## src/rtl/match_scorer_if.sv

```systemverilog
// Signal bundle between the match scorer, the playfield LED chain and the HEX displays.
// The master side drives the play inputs; the slave side (the scorer) drives the results.
interface match_scorer_if;
    logic       L;
    logic       R;
    logic       L_endLED;
    logic       R_endLED;
    logic       new_match;
    logic       field_reset;
    logic       match_over;
    logic [6:0] HEX_L;
    logic [6:0] HEX_R;
    logic [6:0] HEX_W;

    modport master (
        output L, R, L_endLED, R_endLED, new_match,
        input  field_reset, match_over, HEX_L, HEX_R, HEX_W
    );

    modport slave (
        input  L, R, L_endLED, R_endLED, new_match,
        output field_reset, match_over, HEX_L, HEX_R, HEX_W
    );
endinterface

```

## src/rtl/match_scorer.sv

```systemverilog
// Best-of match tracker for the tug-of-war playfield: counts round wins, holds the field after each round.
// Optional macro MATCH_WIN_BY_TWO_EN: the match closes only with a two-round lead (or a score of 9).
module match_scorer #(
    parameter int WIN_ROUNDS  = 3,
    parameter int HOLD_CYCLES = 8
) (
    input  logic          clk,
    input  logic          reset,
    match_scorer_if.slave bus
);
    typedef enum logic [1:0] {PLAY, HOLD, DONE} state_t;

    localparam logic [6:0] SEG_BLANK = 7'b1111111;
    localparam logic [3:0] MAX_SCORE = 4'd9;

    state_t     r_state, w_state;
    logic [3:0] r_score_l, r_score_r, w_score_l, w_score_r;
    logic [7:0] r_hold_cnt, w_hold_cnt;
    logic       r_left_won, w_left_won;
    logic       r_field_reset, r_match_over;
    logic [6:0] r_hex_l, r_hex_r, r_hex_w, w_hex_w;
    logic       w_lwin, w_rwin, w_close;
    logic [3:0] w_win_score;

    function automatic logic [3:0] sat_inc(input logic [3:0] s);
        return (s >= MAX_SCORE) ? MAX_SCORE : s + 4'd1;
    endfunction

    function automatic logic [6:0] seg7(input logic [3:0] d);
        case (d)
            4'd0:    return 7'b1000000;
            4'd1:    return 7'b1111001;
            4'd2:    return 7'b0100100;
            4'd3:    return 7'b0110000;
            4'd4:    return 7'b0011001;
            4'd5:    return 7'b0010010;
            4'd6:    return 7'b0000010;
            4'd7:    return 7'b1111000;
            4'd8:    return 7'b0000000;
            4'd9:    return 7'b0010000;
            default: return SEG_BLANK;
        endcase
    endfunction

    assign w_lwin = bus.L & ~bus.R & bus.L_endLED & ~bus.R_endLED;
    assign w_rwin = ~bus.L & bus.R & ~bus.L_endLED & bus.R_endLED;

    // During HOLD the registered scores already include the round just won.
    assign w_win_score = r_left_won ? r_score_l : r_score_r;

`ifdef MATCH_WIN_BY_TWO_EN
    logic [3:0]        w_lose_score;
    logic signed [5:0] w_lead;
    assign w_lose_score = r_left_won ? r_score_r : r_score_l;
    assign w_lead       = $signed({2'b00, w_win_score}) - $signed({2'b00, w_lose_score});
    assign w_close      = (w_win_score >= 4'(WIN_ROUNDS)) &&
                          ((w_lead >= 6'sd2) || (w_win_score == MAX_SCORE));
`else
    assign w_close = (w_win_score == 4'(WIN_ROUNDS));
`endif

    always_comb begin
        w_state    = r_state;
        w_score_l  = r_score_l;
        w_score_r  = r_score_r;
        w_hold_cnt = r_hold_cnt;
        w_left_won = r_left_won;
        if (bus.new_match) begin
            w_state    = PLAY;
            w_score_l  = '0;
            w_score_r  = '0;
            w_hold_cnt = '0;
        end else begin
            unique case (r_state)
                PLAY: begin
                    if (w_lwin) begin
                        w_score_l  = sat_inc(r_score_l);
                        w_left_won = 1'b1;
                        w_state    = HOLD;
                        w_hold_cnt = '0;
                    end else if (w_rwin) begin
                        w_score_r  = sat_inc(r_score_r);
                        w_left_won = 1'b0;
                        w_state    = HOLD;
                        w_hold_cnt = '0;
                    end
                end
                HOLD: begin
                    w_hold_cnt = r_hold_cnt + 8'd1;
                    if (r_hold_cnt == 8'(HOLD_CYCLES - 1)) begin
                        w_state = w_close ? DONE : PLAY;
                    end
                end
                DONE: begin
                end
                default: w_state = PLAY;
            endcase
        end
    end

    // The match winner is always the winner of the last round, so one digit serves HOLD and DONE.
    always_comb begin
        w_hex_w = SEG_BLANK;
        if (w_state != PLAY) begin
            w_hex_w = seg7(w_left_won ? 4'd2 : 4'd1);
        end
    end

    always_ff @(posedge clk or negedge reset) begin
        if (!reset) begin
            r_state       <= PLAY;
            r_score_l     <= '0;
            r_score_r     <= '0;
            r_hold_cnt    <= '0;
            r_left_won    <= 1'b0;
            r_field_reset <= 1'b0;
            r_match_over  <= 1'b0;
            r_hex_l       <= 7'b1000000;
            r_hex_r       <= 7'b1000000;
            r_hex_w       <= SEG_BLANK;
        end else begin
            r_state       <= w_state;
            r_score_l     <= w_score_l;
            r_score_r     <= w_score_r;
            r_hold_cnt    <= w_hold_cnt;
            r_left_won    <= w_left_won;
            r_field_reset <= (w_state != PLAY);
            r_match_over  <= (w_state == DONE);
            r_hex_l       <= seg7(w_score_l);
            r_hex_r       <= seg7(w_score_r);
            r_hex_w       <= w_hex_w;
        end
    end

    assign bus.field_reset = r_field_reset;
    assign bus.match_over  = r_match_over;
    assign bus.HEX_L       = r_hex_l;
    assign bus.HEX_R       = r_hex_r;
    assign bus.HEX_W       = r_hex_w;
endmodule
```

## src/flat_wrapper.sv

```systemverilog
// flat-port wrapper written by rule: the top's interface ports become plain ports
module match_scorer_flat 
#(
    parameter int WIN_ROUNDS  = 3,
    parameter int HOLD_CYCLES = 8
)
  (clk, reset, bus_L, bus_R, bus_L_endLED, bus_R_endLED, bus_new_match, bus_field_reset, bus_match_over, bus_HEX_L, bus_HEX_R, bus_HEX_W);
  match_scorer_if bus_i ();
  input  logic clk;
  input  logic reset;
  input wire logic [$bits(bus_i.L)-1:0] bus_L;
  input wire logic [$bits(bus_i.R)-1:0] bus_R;
  input wire logic [$bits(bus_i.L_endLED)-1:0] bus_L_endLED;
  input wire logic [$bits(bus_i.R_endLED)-1:0] bus_R_endLED;
  input wire logic [$bits(bus_i.new_match)-1:0] bus_new_match;
  output wire logic [$bits(bus_i.field_reset)-1:0] bus_field_reset;
  output wire logic [$bits(bus_i.match_over)-1:0] bus_match_over;
  output wire logic [$bits(bus_i.HEX_L)-1:0] bus_HEX_L;
  output wire logic [$bits(bus_i.HEX_R)-1:0] bus_HEX_R;
  output wire logic [$bits(bus_i.HEX_W)-1:0] bus_HEX_W;
  assign bus_i.L = bus_L;
  assign bus_i.R = bus_R;
  assign bus_i.L_endLED = bus_L_endLED;
  assign bus_i.R_endLED = bus_R_endLED;
  assign bus_i.new_match = bus_new_match;
  assign bus_field_reset = bus_i.field_reset;
  assign bus_match_over = bus_i.match_over;
  assign bus_HEX_L = bus_i.HEX_L;
  assign bus_HEX_R = bus_i.HEX_R;
  assign bus_HEX_W = bus_i.HEX_W;
  match_scorer #(.WIN_ROUNDS(WIN_ROUNDS), .HOLD_CYCLES(HOLD_CYCLES)) u_core (.clk(clk), .reset(reset), .bus(bus_i));
endmodule
```

## config.mk

```make
export PLATFORM = sky130hd
export DESIGN_NAME = match_scorer_flat
export DESIGN_NICKNAME = d
export VERILOG_FILES = /design/src/rtl/match_scorer_if.sv /design/src/rtl/match_scorer.sv /design/src/flat_wrapper.sv
export SDC_FILE = /design/constraint.sdc
export NUM_CORES = 1
export LEC_CHECK = 0
export CAP_MARGIN = 20
export CORE_MARGIN = 2
export CORE_UTILIZATION = 48
export DETAILED_ROUTE_END_ITERATION = 10
export PLACE_DENSITY = 0.73
export SETUP_SLACK_MARGIN = 0.5
export SLEW_MARGIN = 25
export SYNTH_ARGS = -nofsm -noshare
export SYNTH_HDL_FRONTEND = slang
export SYNTH_SLANG_ARGS = --single-unit
export TNS_END_PERCENT = 5
```

## constraint.sdc

```tcl
create_clock -name clk -period 7.25 [get_ports clk]
set_clock_uncertainty 0.2 [all_clocks]
set_input_delay 1.45 -clock clk [delete_from_list [all_inputs] [get_ports clk]]
set_output_delay 1.45 -clock clk [all_outputs]
set_load 0.02 [all_outputs]
```

== Word level (Yosys, flattened, before mapping) ==
Memory sizes are Yosys's and may differ from the RTL's. A register that Yosys moved wholly into a read port is not among the register bits.
Index checks and enable logic that the tools add are counted.

* Flip-flop bits (word level): 28
* Latch bits: 0
* Bits in writable memories: 0
* ROM bits: 336
* Input bits: 7
* Memories kept: 3

{| class="wikitable"
|+ Memory list
! name !! words !! bits a word !! read ports !! clocked after memory_dff !! write ports !! line !! RTL
|-
| (no name shown) || 16 || 7 || 1 || 1 || 0 || match_scorer.sv:30 || <nowiki>case (d)</nowiki>
|-
| (no name shown) || 16 || 7 || 1 || 1 || 0 || match_scorer.sv:30 ||
|-
| (no name shown) || 16 || 7 || 1 || 0 || 0 || match_scorer.sv:30 ||
|}

* Add/sub/neg operators: 3
* Multiply operators: 0
* Divide/modulo/power cells: 0
* Order comparisons: 2
* Eq/ne operators: 6
* Shift-type cells: 0
* Multiplexer cells: 26
* Bitwise logic cells: 10
* Reduce and logical (&&, ||, !) cells: 6

{| class="wikitable"
|+ Operator list
! kind !! number
|-
| 2-to-1 mux 4 bit || 10
|-
| 2-to-1 mux 8 bit || 3
|-
| one-hot mux 8 bit (2 select lines) || 1
|-
| 2-to-1 mux 2 bit || 6
|-
| adder 4 x 1 -> 4 bit (second input constant) || 2
|-
| adder 8 x 1 -> 8 bit (second input constant) || 1
|-
| equality test 8 x 3 -> 1 bit (second input constant) || 1
|-
| greater-or-equal comparator 4 bit (second input constant) || 2
|-
| 2-to-1 mux 7 bit || 1
|-
| bitwise AND 1 bit || 6
|-
| one-hot mux 2 bit (3 select lines) || 1
|-
| equality test 2 bit (second input constant) || 2
|-
| equality test 4 x 2 -> 1 bit (second input constant) || 1
|-
| 2-to-1 mux 1 bit || 4
|-
| != test 4 x 2 -> 1 bit (second input constant) || 1
|-
| inverter 1 bit || 4
|-
| nonzero test 3 bit || 1
|-
| equality test 2 x 1 -> 1 bit (second input constant) || 1
|-
| zero test 1 bit || 2
|-
| zero test 2 bit || 1
|-
| AND reduction 2 bit || 1
|-
| nonzero test 2 bit || 1
|}

== Depth between registers and ports, before layout ==
Gate-level depths: netlist of run 1.
An unclocked memory read counts as a cell.

* Word-level depth: 11
* Depth in mapped cells: 10

== Least setup slack after synthesis of run 1 ==
OpenSTA, ideal clock, no wires.

* Path type: in2reg
* Start: input bus_R_endLED
* End: register u_core.r_hex_l[0], in the netlist u_core.bus.HEX_L[0]
* Library setup time: 0.121 ns
* Data arrival time: 2.921 ns
* Required time: 6.929 ns
* Path slack: 4.008 ns
* Stages on the path: 8
* Buffers on the path: 0
* Path through: nand4bb_1 -> a2111oi_0 -> or3_1 -> inv_1 -> ha_1 -> nor2_1 -> a21oi_1 -> o22a_1

* Cells in the longest elaborated chain, start to end: 5

{| class="wikitable"
|+ RTL lines
! element !! line !! RTL
|-
| start, declared || flat_wrapper.sv:14 || <nowiki>input wire logic [$bits(bus_i.R_endLED)-1:0] bus_R_endLED;</nowiki>
|-
| inverter 1 bit || match_scorer.sv:45 || <nowiki>assign w_lwin = bus.L & ~bus.R & bus.L_endLED & ~bus.R_endLED;</nowiki>
|-
| bitwise AND 1 bit || match_scorer.sv:45 ||
|-
| 2-to-1 mux 4 bit || match_scorer.sv:76 || <nowiki>if (w_lwin) begin</nowiki>
|-
| 2-to-1 mux 4 bit || match_scorer.sv:74 || <nowiki>unique case (r_state)</nowiki>
|-
| 2-to-1 mux 4 bit || match_scorer.sv:68 || <nowiki>if (bus.new_match) begin</nowiki>
|-
| named net u_core.w_score_l[0] || match_scorer.sv:17 || <nowiki>logic [3:0] r_score_l, r_score_r, w_score_l, w_score_r;</nowiki>
|-
| end, declared || match_scorer.sv:21 || <nowiki>logic [6:0] r_hex_l, r_hex_r, r_hex_w, w_hex_w;</nowiki>
|}

The timed path passes the listed nets, and every way through them passes these cells.
A chain may end at the register's enable or synchronous reset.

== Worst setup path after layout of run 1 ==
* Start: input bus_new_match
* End: register u_core.r_hex_l[4], in the netlist u_core.bus.HEX_L[4]

* Cells in the longest elaborated chain, start to end: 1

{| class="wikitable"
|+ RTL lines
! element !! line !! RTL
|-
| start, declared || flat_wrapper.sv:15 || <nowiki>input wire logic [$bits(bus_i.new_match)-1:0] bus_new_match;</nowiki>
|-
| 2-to-1 mux 4 bit || match_scorer.sv:68 ||
|}

No other way between the ends.

==> results.md, run 1 <==
Synth:
- Sorting the synthesized cells by area gives the leading types as dfrtp_1 (38%), ha_1 (9.8%), dfstp_2 (6.1%).
- The most instantiated library cell after synthesis is dfrtp_1.
- dfrtp_1 takes more of the synthesized area than any other cell.
- The post-synthesis sequential area ratio is 0.4412.
- Synthesis handed over a netlist of 201 instances.
- The synthesized design contains 0 enable-type register cells.
- The proportion of synthesized flip-flops having asynchronous set or reset is 1.000.
- The count of distinct cell types in the synthesized netlist is 56.
- After synthesis, the most frequently instantiated cells are dfrtp_1 (33), ha_1 (17), a21oi_1 (15), inv_1 (15), nor2_1 (13).
- The dominant register cell in the synthesized netlist is dfrtp_1.
- The number of nets handed over by synthesis was about 230.
- The post-synthesis average cell area is 10.79 µm².
- The cell area that synthesis handed to floorplanning was 2170 µm².
- The fraction of post-synthesis cell area in the top cell type by area is 0.3806.
- Yosys printed 0 warnings.
- The synthesized design contains 38 register bits.

Drt:
- After detailed routing, the number of vias per cell comes to between 5 and 6.
- The final layout contains routed wiring with a total length of a little over 4000 µm.
- The final antenna-violating net count is 0.
- After detailed routing, the number of remaining DRC violations is 0.
- The number of detailed-routing iterations run before antenna repair is 4.
- The total number of vias is 1554.
- In this run, the number of DRC markers left after iteration 0 of detailed routing was slightly above 80.
- The wire length per cell is about 14 µm.

GRT:
- The layer with the highest usage after global routing is met2.
- The met3 capacity usage during global routing is 0.04360.
- The met2 global-route usage is 0.2798.
- The global-route total usage across every layer is 0.1780.
- The number of antenna violations at the first check in global routing came to 0.
- The via count of the first global-routing pass is ~1500.
- The final global-route overflow total is 0.
- For met1 alone, demand over resource in global routing was 0.2440.
- Entering global routing, the biggest net connects 39 pins.
- The first global-routing pass estimated between 7000 and 8000 µm of wire.

Clocking:
- Counting along the longest clock path gives a buffer depth of 2.
- The master cell of the clock root buffer is clkbuf_8.
- The post-cts repair resize count is 0.
- The CTS tree is built.
- The TritonCTS buffer count is 5.
- Post-CTS timing repair inserted 0 buffers for setup.
- The H-tree generated during clock tree synthesis spans 2 levels.
- Hold repair after CTS inserted 0 buffers.
- The number of clock sinks is 38.
- The clock latency reported for the late side of the worst-skew pair is 0.29 ns.
- After clock tree synthesis, the clock-pin slew on the worst setup and hold paths is about 0.08 ns.

Finish:
- The multi-input gate area in the final layout is roughly 1100 µm².
- The storage element area is ~960 µm².
- The net total in the final layout is 252.
- Relative to the synthesized area, the layout overhead comes to 19.84%.
- The count of fill cells added during filler insertion is roughly 360.
- The share of post-route cells with drive strength above 1 is 0.1528.
- The cell area after layout is around 2600 µm².
- The number of antenna repair diodes is 0.

STA:
- The minimum period implied by the final worst setup slack is approximately 3.8 ns.
- The number of max-slew violations in the final report is 0.
- Setup repair after global routing left no endpoint under its margin.
- The headroom to the max-slew limit is 0.4482.
- In the finished design, the share of the clock period the worst path needs comes to 0.5239.
- The final setup violation count is 0.
- After routing, the total negative slack on setup checks comes to 0 ns.
- The transition time at the pin with the least slew margin is 0.8277 ns.
- Derived from the worst setup path, the maximum achievable clock frequency is around 260 MHz.
- The count of endpoints failing hold in the final timing report is 0.

Worst setup path:
- The worst setup path is captured at a flop.
- The critical-path maximum fanout is 23.
- The endpoint arrival time on the critical path is 3.81 ns.
- In this run the critical register-to-register path is launched from u_core.r_score_l[0]$_DFF_PN0_.
- Traced cell by cell, the critical path runs through clkdlybuf4s50_1, nand4b_1, o32ai_2, mux2_2, a22oi_1.
- The delay contributed by the slowest stage of the critical path is approximately 0.77 ns.
- Tracing the worst setup path back leads to its startpoint at bus_new_match.
- The critical path is of the input port to flop type.
- Together, buffers and inverters on the worst path number 1.
- The cell type of the slowest stage on the worst timing path is clkdlybuf4s50_1.
- Grouping stages by cell kind, the critical path spends the most delay in compound AO/OA/AOI/OAI gates.
- The data required time at the worst endpoint is just over 7 ns.
- The critical path launch point type is an input port.

Worst hold path:
- The worst min-delay path class is flop to flop.
- The startpoint of the worst hold path is u_core.r_hold_cnt[1]$_DFFE_PN0P_.

Placement:
- The standard cell area after detailed placement is approximately 2500 µm².
- Routability-driven placement finished with a final weighted congestion of approximately 0.80.
- In this run the tool buffered the top-level ports with 28 buffer cells.
- The half-perimeter wire length of the detailed placement result is ~2900 µm.

Run:
- Across the run, the number of max-cap violations was 0.

Power and ir drop:
- The analysis attributes to cell leakage a power of roughly 1.1 nW.
- Power spread over the standard cell area amounts to ~190 nW/µm².
- Across the VDD grid, the largest voltage drop is between 0.08 and 0.09 mV.

Die:
- In this run the count of I/O pins placed on the die edge is 30.
- The initial core utilization is 0.4983.
- The width of the die is between 70 and 80 µm.
- In this run the core area contains 24 standard-cell rows.
- The core footprint is 4354 µm².
- The height of the chip is about 70 µm.
- The area of the die is about 5000 µm².

Status:
- The run finished with clean final reports.
[logic make-up (layout without fill, tap and decap cells)]
group           Yosys count  count (layout)  share of synthesized area
mux                       6               6                    0.03114
buf+inv                  24              52                    0.05189
fa+ha+maj                17              17                    0.09804
compound gates           55              55                     0.1996
simple gates             53              53                     0.1482
flops                    38              38                     0.4412
xor+xnor                  7               7                    0.02826
other cells               1               1                   0.001728
[layer usage]
layer	vias to the layer above	routed length, µm
met5	-	0
met1	757	1926
met4	0	66
met2	24	1916
li1	768	-
met3	5	144
[registers in the layout, indices dropped and copies added, names as in the netlist]
| signal | cells |
|---|---|
| u_core.r_score_l | 4 |
| u_core.bus.HEX_W | 3 |
| u_core.r_hold_cnt | 8 |
| u_core.r_score_r | 4 |
| u_core.bus.HEX_L | 7 |
| u_core.bus.match_over | 1 |
| u_core.bus.HEX_R | 7 |
| u_core.r_state | 2 |
| u_core.r_left_won | 1 |
| u_core.bus.field_reset | 1 |
[worst reg2reg max path: cells and delay by family (launching register included)]
family / cells / cell delay (ns)
AO/OA/AOI/OAI: 3 / 0.73
buffers and inverters: 2 / 0.22
AND/OR/NAND/NOR: 3 / 0.78
flip-flops: 1 / 0.47
adder cells (fa/ha/maj): 2 / 0.33
[path summary, 6_finish.rpt]
path,cells past startpoint,slack [ns],end
hold / removal,1,0.34,u_core.r_hold_cnt[1]$_DFFE_PN0P_
setup / recovery,5,3.45,u_core.bus.HEX_L[4]$_DFF_PN0_
hold reg to reg,1,0.34,u_core.r_hold_cnt[1]$_DFFE_PN0P_
setup reg to reg,10,4.42,u_core.bus.HEX_L[0]$_DFF_PN0_
min in group asynchronous,1,1.05,u_core.r_hold_cnt[2]$_DFFE_PN0P_
max in group asynchronous,1,5.28,u_core.bus.HEX_L[1]$_DFF_PN0_
[area by class of cell]
cell class                 instances  area share
tap                               52     0.02502
inverter                          16     0.02310
clock inverter                     2     0.02310
multi-input combinational        139      0.4230
timing repair buffer              28      0.1059
clock buffer                       6     0.03176
sequential                        38      0.3681
[cell usage in the layout (no fill, tap or decap), types with 3 or more instances in the layout]
cell type        instances
dfstp_2                  5
ha_1                    17
clkbuf_8                 6
xnor2_1                  3
clkdlybuf4s50_1         27
a21oi_1                 15
a22o_1                   3
o21ai_0                  8
o211ai_1                 3
mux2i_1                  3
a31oi_1                  3
and3_1                   3
xor2_1                   4
nand2_1                  7
dfrtp_1                 33
nor2_1                  13
nand2b_1                 7
inv_1                   15
nor3_1                   3
[through the flow]
stage	utilization	cells	total power, mW	hold WS [ns]	setup slack (ns)
floorplan	-	201	0.2520	0.2861	4.008
global placement	0.5644	273	0.2701	0.3212	3.242
detailed placement	0.5644	273	0.2709	0.3203	3.181
CTS	0.5971	281	0.4929	0.3413	3.458
global route	0.5971	281	0.5070	0.3776	3.284
finish	0.5971	281	0.4895	0.3399	3.452
[power breakdown]
group          internal (mW)  leakage (nW)  switching, mW
Combinational         0.0182         0.567         0.0264
Clock                  0.147        0.0714         0.0763
Sequential             0.218         0.509        0.00364
Note: power is estimated with default switching activity, not from simulation.
==> run 2: changes to the inputs <==
--- a/config.mk
+++ b/config.mk
@@ -9,7 +9,7 @@
 export CORE_MARGIN = 2
 export CORE_UTILIZATION = 48
 export DETAILED_ROUTE_END_ITERATION = 10
-export PLACE_DENSITY = 0.73
+export PLACE_DENSITY = 0.76
 export SETUP_SLACK_MARGIN = 0.5
 export SLEW_MARGIN = 25
 export SYNTH_ARGS = -nofsm -noshare
==> constraint.sdc (replaced) <==
create_clock -name clk -period 3.3 [get_ports clk]
set_clock_uncertainty 0.2 [all_clocks]
set_input_delay 0.66 -clock clk [delete_from_list [all_inputs] [get_ports clk]]
set_output_delay 0.66 -clock clk [all_outputs]
set_load 0.02 [all_outputs]
==> results.md, run 2 (synthesis gave the netlist of run 1 again) <==
Worst setup path:
- The minimum setup slack among reg-to-reg paths is 0.63 ns (-3.79 ns).
- The critical path launch point type is an input port.
- The destination of the worst register-to-register timing path is u_core.bus.HEX_L[0]$_DFF_PN0_.
- The startpoint identified for the worst register-to-register timing path is u_core.r_score_l[0]$_DFF_PN0_.
- The data required time at the worst endpoint is 3.26 ns (-4.00 ns).
- The critical-path maximum fanout is 5 (-78%).
- The critical path is of the input port to flop type.
- The endpoint arrival time on the critical path is 2.69 ns (-1.12 ns).
- The worst setup path is captured at a flop.
- The cell count of the worst reg-to-reg path came to 10 (unchanged).

Drt:
- The total number of vias is 1605 (+3.3%).
- The number of DRC markers in iteration 0 is 131 (+62%).
- The total DRC errors in the routed layout is 0 (unchanged).
- The routed length on met3 is 147 µm (+2.1%).
- The final antenna-violating net count is 0 (unchanged).
- The met2 wire length was 1934 µm (+0.94%).
- The wire length per cell is 13.95 µm (-3.3%).
- The detailed-route vias per instance came to 5.612 (+1.5%).
- The number of detailed-routing iterations run before antenna repair was 4 (unchanged).
- The routed wire length is 3989 µm (-1.6%).
- The top layer reached by signal wires is met4.
- The routed metal-1 wire length came to 1839 µm (-4.5%).

STA:
- The headroom to the max-slew limit came to 0.4529 (+0.004725).
- The transition time at the pin with the least slew margin came to 0.8206 ns (-0.007089 ns).
- The final setup violation count is 0 (unchanged).
- The accumulated negative setup slack came to 0 ns (unchanged).
- Setup repair after global routing could not meet its margin everywhere.
- Based on the critical path, the design can be clocked at up to roughly 370 MHz.
- Dividing the final minimum period by the clock period gives 0.8272.
- The number of max-slew violations in the final report came to 0 (unchanged).
- The count of endpoints failing hold in the final timing report came to 0 (unchanged).
- For the finished layout, the period the worst path requires is about 2.7 ns.

Run:
- The count of maximum capacitance violations is 0 (unchanged).

GRT:
- The final global-route overflow total is 0 (unchanged).
- The via count of the first global-routing pass is 1547 (+0.72%).
- The global-route total usage across every layer is 0.1734 (-0.004582).
- The number of antenna violations at the first check in global routing is 0 (unchanged).
- The first-pass GRT wire length came to 6920 µm (-3.3%).
- The maximum number of pins on one net before global-route repair is 39 (unchanged).

Placement:
- The half-perimeter wire length of the detailed placement result came to 2908 µm (-0.83%).
- The routability-driven placement congestion ratio is 0.8326 (+4.0%).
- The number of port buffers came to 28 (unchanged).

Finish:
- Leaving out fill and tap cells, the most frequent cells in the layout are dfrtp_1 (33), clkdlybuf4s50_1 (27), ha_1 (17).
- The share of post-route cells with drive strength above 1 is 0.1795 (+0.02665).
- Ranked by flip-flop count, first place goes to u_core.r_hold_cnt.
- The multi-input gate area in the final layout was 1142 µm² (+3.9%).
- The post-route core utilization was 0.6037 (+0.006610).
- The flip-flop count of the largest register, all copies and words added is 8 (unchanged).
- The net total in the final layout is 257 (+2.0%).
- The most common cell after layout, fill and taps aside is dfrtp_1.
- The area growth from synthesis to layout is 21.16%.
- The number of antenna repair diodes is 0 (unchanged).
- The count of fill cells added during filler insertion is 352 (-3.0%).
- The storage element area was 957.2 µm² (unchanged).

Clocking:
- The clock latency reported for the late side of the worst-skew pair came to 0.29 ns (about the same).
- The hold buffer count at cts is 0 (unchanged).
- The CTS tree is built.
- The maximum level of the CTS H-tree came to 2 (unchanged).
- The clock-pin transition on the worst setup and hold timing paths came to 0.07 ns (about the same).
- The number of clock sinks is 38 (unchanged).
- The TritonCTS buffer count is 5 (unchanged).
- The buffer levels on the longest clock path is 2 (unchanged).
- The master cell of the clock root buffer is clkbuf_8.

Die:
- The area of the die is 5074 µm² (unchanged).
- The number of rows in the core area is 24 (unchanged).
- The initial core utilization is 0.4983 (unchanged).
- The core footprint is 4354 µm² (unchanged).
- The width of the die is 71.23 µm (unchanged).
- The height of the chip is 71.23 µm (unchanged).
- The number of top-level pins is 30 (unchanged).

Status:
- The flow ran to the end, and the final reports show no timing, DRC or antenna violations.

Power and ir drop:
- The leakage component of the power is 1.154 nW (+0.66%).
- The largest voltage drop on the vdd net is 0.1664 mV (+96%).
- The total power density per cell area is 348.6 nW/µm² (+85%).

Worst hold path:
- The worst min-delay path class is input port to asynchronous set/reset pin.
## run 2: metal layers
metal	vias to the layer above	track usage
li1	781	-
met2	30	0.2767
met5	-	0
met4	0	0.06709
met3	6	0.05345
met1	788	0.2216
## run 2: report_power, final
group	internal [mW]	leakage [nW]	total (mW)	switching [mW]
clock network	0.168	0.0482	0.327	0.159
logic	0.0432	0.597	0.102	0.0593
registers	0.479	0.509	0.487	0.00756
## run 2: timing repair
item | 4_1_cts | 5_1_grt
resized for setup | 0 | 7
setup endpoints to repair | 1 | 8
pin swaps | 1 | 3
endpoints found under the hold margin | 0 | 0
setup buffers | 0 | 1
## run 2: worst max-delay path by stage
| stage | from | to | slack (ns) | depth (start not counted) |
|---|---|---|---|---|
| after global placement | bus_L_endLED | u_core.bus.HEX_R[5]$_DFF_PN0_ | 0.21 | 8 |
| after CTS | u_core.r_score_l[0]$_DFF_PN0_ | u_core.bus.HEX_L[0]$_DFF_PN0_ | 0.53 | 10 |
| after floorplan | u_core.r_score_l[0]$_DFF_PN0_ | u_core.bus.HEX_L[0]$_DFF_PN0_ | 0.83 | 10 |
| after global routing | u_core.r_score_l[1]$_DFF_PN0_ | u_core.bus.HEX_L[0]$_DFF_PN0_ | 0.46 | 10 |
| after detailed placement | bus_L_endLED | u_core.bus.HEX_R[5]$_DFF_PN0_ | 0.18 | 8 |
| final | bus_L_endLED | u_core.bus.HEX_R[5]$_DFF_PN0_ | 0.57 | 8 |
## run 2: cell type report
class	count	share of cell area
tap	52	0.02475
sequential	38	0.3641
clock buffer	7	0.03284
timing repair buffer	33	0.1190
multi-input combinational	139	0.4346
clock inverter	1	0.001904
inverter	16	0.02285
## run 2: critical path, cell delays in order
cell             delay [ns]
clkdlybuf4s50_1        0.45
nand4bb_2              0.33
a211oi_2               0.28
a211o_1                0.27
inv_1                  0.10
ha_1                   0.20
nor3_1                 0.29
a311oi_1               0.10
## run 2: per-stage QoR
step | instances | setup slack (ns) | area (µm²) | hold slack (ns) | power (mW)
after floorplan | 201 | 0.8256 | 2170 | 0.1644 | 0.5537
after global placement | 277 | 0.2069 | 2487 | 0.3157 | 0.5946
after detailed placement | 277 | 0.1810 | 2487 | 0.3217 | 0.5955
after CTS | 285 | 0.5263 | 2579 | 0.3321 | 0.9190
after global routing | 286 | 0.4553 | 2629 | 0.3339 | 0.9564
final | 286 | 0.5704 | 2629 | 0.2551 | 0.9165
